==> src/rtl/fetch_stage.sv <==
// fetch_stage: PC-owning instruction fetch with redirect, decode backpressure
// and opcode+immediate pairing into one registered instruction per transfer.
module fetch_stage #(
    parameter int                ADDR_W   = 32,
    parameter int                INSTR_W  = 16,
    parameter int                PC_STEP  = 1,
    parameter logic [ADDR_W-1:0] RESET_PC = '0,
    parameter bit                IMM_EN   = 1'b1,
    parameter int                IMM_BIT  = 15
) (
    input  logic               clk,
    input  logic               rst,
    input  logic               stall,
    input  logic               redirect_valid,
    input  logic [ADDR_W-1:0]  redirect_pc,
    output logic [ADDR_W-1:0]  imem_addr,
    input  logic [INSTR_W-1:0] imem_data,
    output logic               out_valid,
    input  logic               out_ready,
    output logic [INSTR_W-1:0] out_instr,
    output logic [INSTR_W-1:0] out_imm,
    output logic               out_has_imm,
    output logic [ADDR_W-1:0]  out_pc,
    output logic [ADDR_W-1:0]  out_next_pc
);
    typedef enum logic {OP, IMM} state_t;
    state_t              state;
    logic [ADDR_W-1:0]   pc, hold_pc, pc_inc;
    logic [INSTR_W-1:0]  hold_instr;
    logic                slot_free, is_two;
    assign imem_addr = pc;
    assign pc_inc    = pc + ADDR_W'(PC_STEP);
    assign slot_free = !out_valid || out_ready;
    assign is_two    = IMM_EN && imem_data[IMM_BIT];
    always_ff @(posedge clk) begin
        if (rst) begin
            pc          <= RESET_PC;
            state       <= OP;
            hold_instr  <= '0;
            hold_pc     <= '0;
            out_valid   <= 1'b0;
            out_instr   <= '0;
            out_imm     <= '0;
            out_has_imm <= 1'b0;
            out_pc      <= '0;
            out_next_pc <= '0;
        end else if (redirect_valid) begin
            pc         <= redirect_pc;
            state      <= OP;
            hold_instr <= '0;
            hold_pc    <= '0;
            out_valid  <= 1'b0;
        end else begin
            if (out_valid && out_ready)
                out_valid <= 1'b0;
            if (!stall) begin
                // The opcode half of a pair is captured even while decode is blocked
                if (state == OP && is_two) begin
                    hold_instr <= imem_data;
                    hold_pc    <= pc;
                    pc         <= pc_inc;
                    state      <= IMM;
                end else if (slot_free) begin
                    out_valid   <= 1'b1;
                    out_instr   <= state == IMM ? hold_instr : imem_data;
                    out_imm     <= state == IMM ? imem_data : '0;
                    out_has_imm <= state == IMM;
                    out_pc      <= state == IMM ? hold_pc : pc;
                    out_next_pc <= pc_inc;
                    pc          <= pc_inc;
                    state       <= OP;
                end
            end
        end
    end
endmodule

==> config.mk <==
export PLATFORM = sky130hd
export DESIGN_NAME = fetch_stage
export DESIGN_NICKNAME = d
export VERILOG_FILES = /design/src/rtl/fetch_stage.sv
export SDC_FILE = /design/constraint.sdc
export NUM_CORES = 1
export LEC_CHECK = 0
export CAP_MARGIN = 0
export CORE_ASPECT_RATIO = 0.8
export CORE_UTILIZATION = 40
export CTS_CLUSTER_SIZE = 40
export DETAILED_ROUTE_END_ITERATION = 12
export GPL_ROUTABILITY_DRIVEN = 0
export PLACE_DENSITY = 0.67
export SETUP_SLACK_MARGIN = 0.15
export SLEW_MARGIN = 20
export SYNTH_ARGS = -nofsm -noshare
export SYNTH_HDL_FRONTEND = slang
export SYNTH_SLANG_ARGS = --single-unit
==> constraint.sdc <==
create_clock -name clk -period 1.8 [get_ports clk]
set_input_delay 0.36 -clock clk [delete_from_list [all_inputs] [get_ports clk]]
set_output_delay 0.36 -clock clk [all_outputs]
set_load 0.01 [all_outputs]
==> flow_metrics.tcl, run 1 <==
set metrics [dict create \
    rows 45 \
    numClockSinks 179 \
    synthMuxAreaShare 0.07141 \
    outcome "finished clean" \
    drive_above_1_share 0.2711 \
    p_int_uw 6855 \
    avgSynthCellArea_um2 8.542 \
    synthSimpleGateAreaFrac 0.1865 \
    critPathLaunchType "register" \
    crit_slowest_cell "dfxtp_4" \
    timing.rr.start "imem_addr[1]" \
    port_buffers 182 \
    ant_nets 0 \
    setup_viol 0 \
    rsz0062_at_grt "true" \
    pwr-share-comb 0.163 \
    synth_adder_area_share 0.001590 \
    clockBufferDepth 2 \
    die_x_um 158.8 \
    fin_nets 1214 \
    clock-root-buffer "clkbuf_16" \
    worstHoldPathType "input pin to register" \
    die_h_um 127.4 \
    synth-seq-area-share 0.4555 \
    postCtsHoldBufs 0 \
    placedInstanceArea_mm2 0.01050 \
    clockPowerShare 0.393 \
    grt_pass1_wl_um 36650 \
    drt_iter0_drc 513 \
    h-tree-depth 4 \
    startpoint "imem_addr[1]" \
    fmax_mhz 567.9 \
    async_reset_ff_frac 0 \
    synth_seq_cells 179 \
    fin_area_mm2 0.01232 \
    grtUsageTotal 0.2283 \
    core_mm2 0.01914 \
    tritoncts "done" \
    setup_ws_ns 0.03898 \
    syn-instance-count 921 \
    fin_crit_ns 1.761 \
    seqPwrFrac 0.444 \
    required_ns 2.13 \
    tightest_slew_ns 0.5739 \
    area_delta_synth_final_pct 56.55 \
    cpPeakStageDelay_ns 0.37 \
    regArea_mm2 0.003626 \
    multi_input_area_mm2 0.004463 \
    crit_arrival_ns 2.09 \
    synthesis.nets 975 \
    crit_type "register to register" \
    clk_pin_slew_worst_paths_ns 0.07 \
    first_global_vias 6688 \
    dpl_worst_slack_ns -0.4576 \
    synth.distinct_cells 45 \
    fill_cells 1583 \
    path_buf_inv 2 \
    synth_top_family_by_area "simple AND/OR/NAND/NOR gates" \
    grt_max_degree 67 \
    clk_latency_ns 0.45 \
    cts_made_buffers 17 \
    p_leak_uw 0.004887 \
    synth.area.top_cells "dfxtp_1, a211oi_1, mux2i_1" \
    finalHoldViolations 0 \
    synth_edf_count 0 \
    synth_top_area_frac 0.4555 \
    synth_most_common_cell "dfxtp_1" \
    path_delay_family "simple AND/OR/NAND/NOR gates" \
    drv_slew 0 \
    dr_total_vias 7527 \
    switchingPower_uw 2729 \
    drt_wl_total_um 25390 \
    max-vdd-ir-drop_mv 0.5228 \
    ioPinCount 183 \
    switching_share 0.2847 \
    drc_errors 0 \
    hpwl_um 14870 \
    power_density_mw_per_mm2 778.1 \
    wl_per_cell_um 17.73 \
    ys_top_cells_by_count "dfxtp_1, nand2_1, nor2_1, a21oi_1, a211oi_1" \
    ys.warnings.count 0 \
    netlist_area_mm2 0.007868 \
    synth_ff_type "dfxtp_1" \
    hold_start "rst" \
    synth_compound_area_frac 0.1656 \
    grt-ovfl-total 0 \
    crit_chain "nand4_1, buf_4, buf_6, or2_4, nor3_2, xor2_1, o21a_1" \
    viasPerCell 5.256 \
    initial_core_util 0.4110 \
    slew_headroom 0.6174 \
    maxCapViolations 0 \
    fin_skew_ns 0.01444 \
    antenna_found_initial 1 \
    synth_top_cell_by_area "dfxtp_1" \
    fp.dieArea_mm2 0.02024 \
    synth-xor-area-share 0.06011 \
    cp-end-kind "register" \
    firstDrtPassIters 5 \
    fin_util 0.6434 \
    crit_fanout 6 \
    fin_crit_sh 0.9783 \
]
-- area by class of cell --
| class | count | area share |
|---|---|---|
| Multi-Input combinational cell | 630 | 0.3624 |
| Sequential cell | 179 | 0.2944 |
| Timing Repair Buffer | 313 | 0.2635 |
| Clock buffer | 17 | 0.03454 |
| Tap cell | 258 | 0.02621 |
| Clock inverter | 15 | 0.01300 |
| Inverter | 19 | 0.005790 |
| Antenna cell | 1 | 0.0002032 |
-- path summary, 6_finish.rpt --
check,slack (ns),depth (start not counted),to
worst min-delay path,0.26,3,out_valid
worst min register to register,0.45,2,hold_pc[23]
worst max-delay path,0.04,7,imem_addr[9]
worst max register to register,0.04,7,imem_addr[9]
-- tightest hold or removal path: stages --
cell,delay [ns]
buf_4,0.13
nor2_1,0.07
o21a_1,0.10
-- logic make-up (layout without fill, tap and decap cells) --
logic type,Yosys count,after routing
AO/OA/AOI/OAI,202,202
XOR/XNOR,54,54
adder cells (fa/ha/maj),1,1
buffers and inverters,112,364
flip-flops,179,179
multiplexers,56,56
other,0,1
AND/OR/NAND/NOR,317,317
-- sequential cells by signal (all words and copies together) (netlist names) --
signal,cells
out_instr,16
hold_pc,32
state,1
out_valid,1
out_has_imm,1
hold_instr,16
out_pc,32
imem_addr,32
out_imm,16
out_next_pc,32
-- routing by layer --
| metal | up-vias | share of wire | global-route usage |
|---|---|---|---|
| li1 | 3649 | - | - |
| met1 | 3648 | 0.46 | 0.3042 |
| met2 | 198 | 0.47 | 0.3700 |
| met3 | 32 | 0.051 | 0.04935 |
| met4 | 0 | 0.017 | 0.07025 |
| met5 | - | 0 | 0 |
-- metrics by stage --
step | std cells | hold WS (ns) | TNS, ns | total power [uW]
2_1_floorplan | 921 | 0.4360 | -0.009555 | 5004
3_3_place_gp | 1351 | 0.4407 | -34.21 | 5698
3_5_place_dp | 1351 | 0.4465 | -44.01 | 5713
4_1_cts | 1402 | 0.2579 | 0 | 9394
5_1_grt | 1432 | 0.2667 | -0.2948 | 9921
6_report | 1432 | 0.2617 | 0 | 9584
-- power groups by stage --
stage	combinational (uW)	clock, uW	sequential, uW
after floorplan	612	0	4390
after global placement	1360	0	4340
after detailed placement	1380	0	4340
after CTS	1350	3800	4240
after global routing	1670	3980	4270
final	1560	3770	4250
-- what timing repair did --
action                                  in CTS  in global routing
gates resized for setup                    171                139
endpoints found under the setup margin     237                129
setup buffers                               13                 19
hold endpoints to repair                     0                  0
pin swaps                                   20                 76
gates cloned                                 6                 10
-- layout by cell type, fill, tap and decap left out, types with 5 or more instances in the layout --
master,instances
inv_1,19
clkbuf_16,26
nand2_1,129
nor2_2,15
a21oi_1,79
a21oi_2,12
dfxtp_4,6
a211oi_2,48
buf_12,23
clkdlybuf4s50_1,48
nor2_4,6
inv_6,6
buf_4,75
xnor2_1,24
mux2i_1,55
dfxtp_2,16
a211oi_1,30
o22ai_1,7
nand3_1,14
nand4_1,18
nand3_4,5
and3_1,5
xor2_1,26
nor3b_1,5
buf_6,18
nand3_2,16
o21a_1,18
dfxtp_1,157
dlygate4sd2_1,126
nor2_1,75
Note: power is estimated with default switching activity, not from simulation.
==> run 2, diff against run 1 <==
- CORE_MARGIN: unset -> 5
- CTS_CLUSTER_DIAMETER: unset -> 30
==> run 2 against run 1 <==
  * The flow now finishes with violations (negative setup slack)
  * Worst hold slack got worse by 0.015 ns
  * Maximum frequency down 3.2%
  * Final cell count shrank 0.14%
  * Design area shrank 2.2%
  * Combinational power is 5% lower
  * Via count is 0.73% lower
  * Setup slack got worse by 0.059 ns
  * Flip-flop and latch count unchanged
  * Die area is 12% higher
  * Critical endpoint is now imem_addr[21]
  * Largest cell class unchanged
  * Largest power group unchanged
==> flow_metrics.tcl, run 2 (synthesis results as in run 1) <==
set metrics [dict create \
    outcome "complete, but fails checks" \
    violations "negative setup slack" \
    tightest_slew_ns 0.6519 \
    ant_nets 0 \
    slew_headroom 0.5654 \
    crit_arrival_ns 2.14 \
    fmax_mhz 549.5 \
    grtUsageTotal 0.1993 \
    wl_per_cell_um 17.81 \
    cp-end-kind "register" \
    antennaDiodeCount 0 \
    first_global_vias 6770 \
    crit_type "register to register" \
    worstHoldPathType "input pin to register" \
    fin_crit_sh 1.011 \
    grt-ovfl-total 0 \
    clock-root-buffer "clkbuf_16" \
    layout_commonest_cell "dfxtp_1" \
    timing.rr.start "imem_addr[0]" \
    grt_max_degree 45 \
    ff2ff_path_depth 7 \
    startpoint "imem_addr[0]" \
    fin_nets 1213 \
    numClockSinks 179 \
    fin_crit_ns 1.820 \
    placedInstanceArea_mm2 0.01050 \
    drive_above_1_share 0.2287 \
    area_delta_synth_final_pct 53.15 \
    required_ns 2.12 \
    final_cells 1430 \
    finalSetupTns_ns -0.04550 \
    drt_wl_total_um 25460 \
    drt_iter0_drc 446 \
    rsz0062_at_grt "true" \
    mostFrequentLayoutCells "dfxtp_1, nand2_1, dlygate4sd2_1, nor2_1, a21oi_1" \
    clk_latency_ns 0.43 \
    h-tree-depth 4 \
    p_leak_uw 0.004857 \
    core_mm2 0.01914 \
    die_h_um 135.4 \
    endpoint "imem_addr[21]" \
    firstDrtPassIters 5 \
    drc_errors 0 \
    initial_core_util 0.4110 \
    ioPinCount 183 \
    antenna_found_initial 0 \
    viasPerCell 5.225 \
    rows 45 \
    crit_fanout 8 \
    finalHoldViolations 0 \
    port_buffers 182 \
    rr_endpoint "imem_addr[21]" \
    critPathLaunchType "register" \
    cts_made_buffers 17 \
    grt_pass1_wl_um 36750 \
    clockBufferDepth 2 \
    die_x_um 166.8 \
    drv_slew 0 \
    hpwl_um 15770 \
    max-vdd-ir-drop_mv 0.5204 \
    dr_total_vias 7472 \
    fin_area_mm2 0.01205 \
    fill_cells 1651 \
    maxCapViolations 0 \
    tritoncts "done" \
    power_density_mw_per_mm2 799.0 \
    fp.dieArea_mm2 0.02259 \
    setup_ws_ns -0.01990 \
    fin_skew_ns 0.008091 \
    dp.cells 1353 \
    clk_pin_slew_worst_paths_ns 0.07 \
    r2r_slack_ns -0.02 \
    setup_viol 4 \
]
==> run 2: worst min-delay path by stage <==
stage                       start  cells past startpoint             to
detailed placement    out_imm[15]                      2    out_imm[15]
global route                  rst                      3      out_valid
floorplan           hold_instr[0]                      2  hold_instr[0]
CTS                           rst                      3      out_valid
global placement      out_imm[15]                      2    out_imm[15]
finish                        rst                      3      out_valid
==> run 2: per-layer routing <==
metal  wire, um  vias up  part of all wire  GRT usage
li1           -     3639                 -          -
met1      11860     3609              0.47     0.2741
met2      12050      206              0.47     0.3156
met3       1285       18             0.050    0.04667
met4        263        0             0.010    0.05588
met5          0        -                 0          0
==> run 2: critical path, stage by stage, from the launching register on <==
cell	delay [ns]
dfxtp_4	0.38
nand4_1	0.22
nor4_4	0.40
buf_12	0.17
buf_6	0.13
nand4b_1	0.10
xnor2_1	0.14
o21a_1	0.17
==> run 2: cell type report <==
cell class / count / area, um^2 / area share
multi-input combinational: 630 / 4259 / 0.3535
sequential: 179 / 3617 / 0.3002
timing repair buffer: 312 / 3164 / 0.2626
clock buffer: 18 / 439.2 / 0.03645
tap: 258 / 322.8 / 0.02679
clock inverter: 14 / 175.2 / 0.01454
inverter: 19 / 71.32 / 0.005919
==> run 2: stage by stage <==
step | setup WS, ns | total power (uW) | utilization | hold WS [ns]
5_1_grt | -0.07743 | 9958 | 0.6294 | 0.2509
2_1_floorplan | -0.006793 | 5004 | - | 0.4360
3_5_place_dp | -0.3521 | 5713 | 0.5484 | 0.4451
3_3_place_gp | -0.3324 | 5700 | 0.5484 | 0.4379
4_1_cts | 0.04660 | 9497 | 0.5805 | 0.2437
6_report | -0.01990 | 9627 | 0.6294 | 0.2463
==> run 2: timing repair <==
action,4_1_cts,5_1_grt
setup buffers,4,23
hold buffers,0,0
pin swaps,13,62
gates cloned,1,17
setup endpoints to repair,230,133
resized for setup,156,103
==> run 2: report_power, final <==
group	leakage [uW]	switching (uW)	total (uW)	internal, uW
logic	0.00310	766	1480	716
clock network	0.000293	1660	3900	2240
registers	0.00147	122	4250	4130
==> run 3, diff against run 2 <==
- CORE_MARGIN: 5 -> 2
==> run 3 against run 2 <==
  * The flow still finishes with violations (negative setup slack)
  * Critical path depth up 1
  * Final cell count up 0.42%
  * Core utilization grew 0.54 points
  * First-iteration DRC count increased by 3.4%
  * Flip-flop and latch count did not move
  * Combinational power hardly changed
  * Design area grew 0.85%
  * Largest power group unchanged
  * Clock skew up 0.0041 ns
  * Global-route usage is 3.4 points higher
  * Via count up 0.51%
==> flow_metrics.tcl, run 3 (synthesis results as in run 1) <==
set metrics [dict create \
    endpoint "imem_addr[13]" \
    rows 45 \
    first_global_vias 6996 \
    fin_crit_sh 1.008 \
    antenna_found_initial 0 \
    fp.dieArea_mm2 0.02081 \
    drv_slew 0 \
    mostFrequentLayoutCells "dfxtp_1, dlygate4sd2_1, nand2_1, nor2_1, a21oi_1" \
    clk_latency_ns 0.44 \
    critPathLaunchType "register" \
    regArea_mm2 0.003630 \
    crit_fanout 4 \
    hpwl_um 15090 \
    power_density_mw_per_mm2 788.3 \
    maxCapViolations 0 \
    grt_pass1_wl_um 38340 \
    clockBufferDepth 2 \
    max-vdd-ir-drop_mv 0.6343 \
    firstDrtPassIters 5 \
    postCtsHoldBufs 0 \
    power_uw 9579 \
    grtUsageTotal 0.2332 \
    timing.rr.start "imem_addr[8]" \
    dr_total_vias 7510 \
    hold_ws_ns 0.2471 \
    grt_max_degree 75 \
    rsz0062_at_grt "true" \
    tightest_slew_ns 0.5194 \
    ant_nets 0 \
    fin_crit_ns 1.815 \
    finalHoldViolations 0 \
    crit_type "register to register" \
    initial_core_util 0.4110 \
    grt-ovfl-total 0 \
    fill_cells 1628 \
    required_ns 2.13 \
    outcome "complete, but fails checks" \
    setup_viol 1 \
    drt_wl_total_um 25040 \
    port_buffers 182 \
    multi_input_area_mm2 0.004330 \
    h-tree-depth 4 \
    setup_ws_ns -0.01483 \
    die_x_um 160.8 \
    tritoncts "done" \
    drt_iter0_drc 461 \
    ioPinCount 183 \
    fin_skew_ns 0.01221 \
    startpoint "imem_addr[8]" \
    wl_per_cell_um 17.44 \
    worstHoldPathType "input pin to register" \
    violations "negative setup slack" \
    ff2ff_path_depth 8 \
    core_mm2 0.01914 \
    area_delta_synth_final_pct 54.45 \
    cts_made_buffers 17 \
    drc_errors 0 \
    clk_pin_slew_worst_paths_ns 0.07 \
    crit_arrival_ns 2.14 \
    r2r_slack_ns -0.01 \
    fin_nets 1218 \
    drive_above_1_share 0.2379 \
    numClockSinks 179 \
    p_leak_uw 0.004937 \
    clock-root-buffer "clkbuf_16" \
    die_h_um 129.4 \
    fmax_mhz 551.0 \
    viasPerCell 5.230 \
    finalSetupTns_ns -0.01483 \
    cp-end-kind "register" \
    layout_commonest_cell "dfxtp_1" \
    rr_endpoint "imem_addr[13]" \
    slew_headroom 0.6537 \
]
==> run 3: cell types whose count changed in the layout (fill, tap and decap cells not counted), sizes merged, moves of 2 or more <==
cell	before	now
buf	121	135
clkinvlp	3	1
clkdlybuf4s15	3	1
inv	22	25
dlygate4sd2	125	128
clkbuf	31	19
==> run 3: repair_timing <==
action,CTS,global route
cloned,9,1
buffers inserted,23,20
gates resized for setup,177,99
pin swaps,45,58
setup endpoints to repair,251,132
==> run 3: how the worst min path moves through the flow <==
stage,from,endpoint,slack (ns),depth (start not counted)
floorplan,hold_instr[0],hold_instr[0],0.44,2
global placement,out_imm[15],out_imm[15],0.44,2
detailed placement,out_imm[9],out_imm[9],0.44,2
CTS,rst,out_valid,0.25,3
global route,rst,out_valid,0.25,3
finish,rst,out_valid,0.25,3
==> run 3: final cells by class <==
cell class	instances	area share
Multi-Input combinational cell	630	0.3564
Timing Repair Buffer	317	0.2631
Sequential cell	179	0.2987
Inverter	19	0.005869
Clock inverter	15	0.01421
Clock buffer	17	0.03501
Antenna cell	1	0.0002059
Tap cell	258	0.02657
==> run 3: worst max-delay path: stages (launching register included) <==
cell and delay [ns]:
dfxtp_2 0.36, nand4_1 0.21, buf_4 0.20, buf_4 0.15
nor4_4 0.24, buf_4 0.18, nand2_2 0.05, xnor2_1 0.12
o21a_1 0.18
==> run 3: where the power goes <==
part / internal, uW / total (uW) / switching (uW)
Combinational: 722 / 1480 / 754
Sequential: 4130 / 4250 / 125
Clock: 2090 / 3850 / 1760
==> run 3: layer usage <==
layer  track usage  share of wire  wire [um]  vias up
met5             0              0          0        -
met3       0.05410          0.054       1353       30
met4       0.08036          0.016        391        0
met2        0.3725           0.48      11910      190
met1        0.3133           0.45      11380     3621
li1              -              -          -     3669
==> run 3: per-stage QoR <==
stage	setup WS, ns	area (um^2)	std cells	util
after floorplan	-0.006793	8005	921	-
after global placement	-0.4357	10500	1350	0.5486
after detailed placement	-0.4967	10500	1350	0.5486
after CTS	0.01982	11530	1414	0.6024
after global routing	-0.1074	12150	1435	0.6346
final	-0.01483	12150	1436	0.6348
